===== config.mk =====
export PLATFORM = sky130hd
export DESIGN_NAME = ws2812_rx
export DESIGN_NICKNAME = d
export VERILOG_FILES = /design/src/rtl/ws2812_rx.sv
export SDC_FILE = /design/constraint.sdc
export NUM_CORES = 1
export LEC_CHECK = 0
export ABC_CLOCK_PERIOD_IN_PS = 4500
export CAP_MARGIN = 20
export CORE_UTILIZATION = 45
export DETAILED_ROUTE_END_ITERATION = 10
export PLACE_DENSITY = 0.65
export SYNTH_ARGS = -nofsm -noshare
export SYNTH_HDL_FRONTEND = slang
export SYNTH_SLANG_ARGS = --single-unit

===== constraint.sdc =====
create_clock -name clk -period 4.5 [get_ports clk]
set_clock_uncertainty 0.05 [all_clocks]
set_input_delay 0.675 -clock clk [delete_from_list [all_inputs] [get_ports clk]]
set_output_delay 0.675 -clock clk [all_outputs]
set_load 0.02 [all_outputs]

===== src/rtl/ws2812_rx.sv =====
// ws2812_rx: WS2812B single-wire NRZ stream decoder.
// Measures each high pulse on the synchronised data line and decodes it as a 0 or 1 bit.
// Assembles 24-bit GRB words and presents them as {R,G,B} with a per-frame pixel index.
// The latch gap (a long low period) marks the end of a frame.
module ws2812_rx #(
    parameter int BIT_THRESH   = 10,
    parameter int MIN_HIGH     = 3,
    parameter int MAX_HIGH     = 30,
    parameter int RESET_CYCLES = 800
) (
    input  logic        clk,
    input  logic        reset_n,
    input  logic        din,
    output logic [23:0] rgb_data,
    output logic [7:0]  led_num,
    output logic        pixel_valid,
    output logic        frame_done,
    output logic        error,
    output logic        overflow
);

    localparam int HW = $clog2(MAX_HIGH + 2);
    localparam int LW = $clog2(RESET_CYCLES + 1);

    typedef enum logic [1:0] {
        SYNC = 2'd0,
        IDLE = 2'd1,
        HIGH = 2'd2,
        LOW  = 2'd3
    } state_t;

    state_t        state_r;
    logic          sync_r;
    logic          din_s;
    logic          din_prev_r;
    logic          rise_s;
    logic [HW-1:0] hi_cnt_r;
    logic [LW-1:0] low_cnt_r;
    logic [23:0]   shift_r;
    logic [4:0]    bit_cnt_r;
    logic [8:0]    pix_cnt_r;
    logic          pix_pend_r;
    logic          got_bit_r;

    assign rise_s = din_s & ~din_prev_r;

    // Two-flop synchroniser for the asynchronous data line plus a delayed copy for edge detection.
    always_ff @(posedge clk) begin
        if (!reset_n) begin
            sync_r     <= 1'b0;
            din_s      <= 1'b0;
            din_prev_r <= 1'b0;
        end else begin
            sync_r     <= din;
            din_s      <= sync_r;
            din_prev_r <= din_s;
        end
    end

    // Decoder FSM: pulse measurement, bit assembly, pixel output and latch-gap detection.
    always_ff @(posedge clk) begin
        if (!reset_n) begin
            state_r     <= SYNC;
            hi_cnt_r    <= '0;
            low_cnt_r   <= '0;
            shift_r     <= 24'd0;
            bit_cnt_r   <= 5'd0;
            pix_cnt_r   <= 9'd0;
            pix_pend_r  <= 1'b0;
            got_bit_r   <= 1'b0;
            rgb_data    <= 24'd0;
            led_num     <= 8'd0;
            pixel_valid <= 1'b0;
            frame_done  <= 1'b0;
            error       <= 1'b0;
            overflow    <= 1'b0;
        end else begin
            pixel_valid <= 1'b0;
            frame_done  <= 1'b0;
            error       <= 1'b0;

            // A full word was shifted in last cycle: present it (wire order G,R,B -> R,G,B).
            // The index saturates at 256 internally so the 257th and later pixels report 255.
            if (pix_pend_r) begin
                pix_pend_r  <= 1'b0;
                pixel_valid <= 1'b1;
                rgb_data    <= {shift_r[15:8], shift_r[23:16], shift_r[7:0]};
                bit_cnt_r   <= 5'd0;
                if (pix_cnt_r[8]) begin
                    led_num  <= 8'd255;
                    overflow <= 1'b1;
                end else begin
                    led_num   <= pix_cnt_r[7:0];
                    pix_cnt_r <= pix_cnt_r + 9'd1;
                end
            end

            case (state_r)
                SYNC: begin
                    if (din_s) begin
                        low_cnt_r <= '0;
                    end else if (low_cnt_r >= LW'(RESET_CYCLES - 1)) begin
                        // Line has been quiet long enough: a fresh frame starts here.
                        low_cnt_r <= '0;
                        pix_cnt_r <= 9'd0;
                        overflow  <= 1'b0;
                        got_bit_r <= 1'b0;
                        state_r   <= IDLE;
                    end else begin
                        low_cnt_r <= low_cnt_r + LW'(1);
                    end
                end
                IDLE: begin
                    if (rise_s) begin
                        hi_cnt_r <= HW'(1);
                        state_r  <= HIGH;
                    end else begin
                        hi_cnt_r <= '0;
                    end
                end
                HIGH: begin
                    if (din_s) begin
                        if (hi_cnt_r >= HW'(MAX_HIGH)) begin
                            // Stuck-high line: drop the partial pixel and resynchronise.
                            error     <= 1'b1;
                            bit_cnt_r <= 5'd0;
                            hi_cnt_r  <= '0;
                            low_cnt_r <= '0;
                            state_r   <= SYNC;
                        end else begin
                            hi_cnt_r <= hi_cnt_r + HW'(1);
                        end
                    end else if (hi_cnt_r < HW'(MIN_HIGH)) begin
                        // Glitch: too short to be a real bit.
                        error     <= 1'b1;
                        bit_cnt_r <= 5'd0;
                        hi_cnt_r  <= '0;
                        low_cnt_r <= '0;
                        state_r   <= SYNC;
                    end else begin
                        shift_r   <= {shift_r[22:0], (hi_cnt_r >= HW'(BIT_THRESH))};
                        bit_cnt_r <= bit_cnt_r + 5'd1;
                        if (bit_cnt_r == 5'd23) begin
                            pix_pend_r <= 1'b1;
                        end else begin
                            pix_pend_r <= 1'b0;
                        end
                        got_bit_r <= 1'b1;
                        low_cnt_r <= LW'(1);
                        state_r   <= LOW;
                    end
                end
                LOW: begin
                    if (rise_s) begin
                        hi_cnt_r <= HW'(1);
                        state_r  <= HIGH;
                    end else if (low_cnt_r >= LW'(RESET_CYCLES - 1)) begin
                        // Latch gap: close the frame; leftover bits mean a truncated pixel.
                        frame_done <= got_bit_r;
                        error      <= (bit_cnt_r != 5'd0);
                        bit_cnt_r  <= 5'd0;
                        pix_cnt_r  <= 9'd0;
                        overflow   <= 1'b0;
                        got_bit_r  <= 1'b0;
                        low_cnt_r  <= '0;
                        state_r    <= IDLE;
                    end else begin
                        low_cnt_r <= low_cnt_r + LW'(1);
                    end
                end
                default: begin
                    state_r <= SYNC;
                end
            endcase
        end
    end

endmodule


==> results.cfg <==
[outcome]
status = complete, no violations

[pwr]
power.density_nw_per_um2 = 312
p_int_mw = 1.14
sequentialPowerShare_pct = 58.4
p_clk_share_pct = 39.4
pwr-share-comb_pct = 2.2
peakVddDrop_v = 0.000157
swShare_pct = 22.3
p_leak_nw = 1.63
p_switching_mw = 0.327
total_power_mw = 1.47

[timing]
timing.final.crit_period_ns = 2.49
hold_viol_final = 0
fin_crit_sh_pct = 55.2
relSlewSlack_pct = 54.7
clock.fmax_mhz = 402
setup-tns-final_ns = 0
setup_viol = 0
slew_viol_final = 0
grt_setup_unrepaired = no
setup_ws_ns = 2.01
tightest_slew_ns = 0.675

[synth]
avgSynthCellArea_sq_um = 8.94
synth_seq_area_share_pct = 47.5
synthArstFlopShare_pct = 0
synthTopCellsByCount = dfxtp_1, nand2_1, nor2_1
ys_types = 56
synth_largest_area_cell = dfxtp_1
synth_nets = 467
ys_top_cells_by_area = dfxtp_1, nand2_1, mux2i_1
synth-edff-count = 0
yosysMostFrequentCell = dfxtp_1
synth_seq_cells = 96
ys.flop_type = dfxtp_1
yosysWarnings = 0
netlist_instances = 453
synth_top_area_share_pct = 47.5
syn_area_sq_um = 4050

[routing]
drt-initial-drc-count = 117
drt_first_pass_iters = 4
antenna_left = 0
wire_per_inst_microns = 13.4
vias_per_cell = 5.27
drt-total-wl_mm = 8.00
drc_errors = 0
vias = 3146

[setup_path]
r2r_setup_slack_ns = 2.21
worstPathRequired_ns = 4.76
r2r_start = low_cnt_r[0]
worstSetupEndpointType = flip-flop
crit_type = input pin to flip-flop
cp_max_fo = 45
crit_path_start_kind = input pin
cp-startpoint = reset_n
crit_path_end = low_cnt_r[9]
crit_arrival_ns = 2.74
r2r_cells = 6
reg2reg_to = pix_cnt_r[0]

[placed_design]
gp_congestion = 0.773
port_buffers = 38
pre_cts_slack_ns = 1.63
dp.cells = 581
dp_hpwl_mm = 5.28

[floorplan]
die_h_microns = 96.9
io_pins = 39
row_count = 34
die_w_microns = 96.9
start_util_pct = 46.4
core_sq_um = 8720
die-area_sq_um = 9380

[cts]
cts_sinks = 96
cts_tree = built
cts_resized = 0
cts_setup_buffers = 0
cts.path.max_buffers = 2
cts_root_buffer = clkbuf_8
insertion_delay_ns = 0.36
hold_buffers = 0
htreeDepth = 3
cts_buffers = 9
path_clk_slew_ns = 0.09

[grt]
antenna_found_initial = 0
grt_overflow = 0
grt_max_degree = 47
grt_pass1_wl_mm = 13.6
grt_pass1_vias = 2920
grt_usage_pct = 17.5

[min_path]
hp-class = flip-flop to flip-flop
min-delay-start = sync_r

[cells_and_area]
drive_gt1_share_pct = 6.95
fin_nets = 498
n_antenna_cell = 0
fin_cells = 597
syn2layout_area_growth_pct = 16.1
fillers = 796

[flow_run]
drv_cap = 0
-- routing by layer --
metal | wire [microns] | up-vias | global-route usage, % | share of wire, %
li1 | - | 1617 | - | -
met1 | 4100 | 1481 | 23.6 | 51
met2 | 3530 | 39 | 27.5 | 44
met3 | 274 | 9 | 3.32 | 3.4
met4 | 93 | 0 | 7.35 | 1.2
met5 | 0 | - | 0 | 0
-- critical path, cell delays in order --
cell             delay, ns
clkdlybuf4s50_1       0.56
buf_4                 0.40
o21ai_0               0.21
or2_1                 0.35
nor2_2                0.32
a41o_1                0.22
-- power by group through the flow --
stage                     sequential (mW)  clock, mW  combinational (mW)
after floorplan                     0.874          0              0.0250
after global placement              0.876          0              0.0321
final                               0.856      0.577              0.0322
after global routing                0.857      0.624              0.0362
after detailed placement            0.876          0              0.0323
after CTS                           0.856      0.594              0.0326
-- state kept, by name, summed over array words and instances (netlist names) --
| name | cells |
|---|---|
| bit_cnt_r | 5 |
| din_prev_r | 1 |
| din_s | 1 |
| error | 1 |
| frame_done | 1 |
| got_bit_r | 1 |
| hi_cnt_r | 5 |
| led_num | 8 |
| low_cnt_r | 10 |
| overflow | 1 |
| pix_cnt_r | 9 |
| pix_pend_r | 1 |
| pixel_valid | 1 |
| rgb_data | 24 |
| shift_r | 24 |
| state_r | 2 |
| sync_r | 1 |
-- cell families (layout without fill, tap and decap cells) --
logic type,count (synthesis),after routing,share of synthesized area [%]
and+or+nand+nor,181,181,20.4
AOI/OAI and AO/OA,97,97,17.2
DFF,96,96,47.5
buffers and inverters,36,72,3.80
muxes,24,24,5.93
adders and majority gates,11,11,3.40
xor gates and xnor gates,8,8,1.73
-- area by class of cell --
class | count | area [sq um] | share of cell area [%]
clock buffer | 10 | 138 | 2.93
clock inverter | 6 | 65.1 | 1.38
inverter | 14 | 52.6 | 1.12
multi-input combinational | 321 | 1980 | 42.0
sequential | 96 | 1920 | 40.9
tap | 108 | 135 | 2.88
timing repair buffer | 42 | 410 | 8.73
-- per-stage QoR --
step	util (%)	area (sq um)	hold slack (ns)
floorplan	-	4050	0.362
global placement	51.6	4500	0.373
detailed placement	51.6	4500	0.372
CTS	53.9	4700	0.396
global route	53.9	4700	0.406
finish	53.9	4700	0.393
-- how the worst min path moves through the flow --
stage	to	slack, ns	depth (start not counted)
6_report	din_s	0.39	1
5_1_grt	din_s	0.41	1
4_1_cts	din_s	0.40	1
3_5_place_dp	din_s	0.37	1
3_3_place_gp	din_s	0.37	1
2_1_floorplan	din_s	0.36	1
-- layout by cell type, fill, tap and decap left out, drive strengths merged, types with 7 or more instances in the layout --
cell type,instances
nand3,9
dfxtp,96
clkdlybuf4s50,38
a22o,7
and2,7
inv,15
clkbuf,10
nor2,55
ha,11
a21boi,24
o21ai,22
mux2i,24
nand2,67
a21oi,16
nor3,7
nor2b,10
No activity file was read; power rests on OpenSTA's default activity.
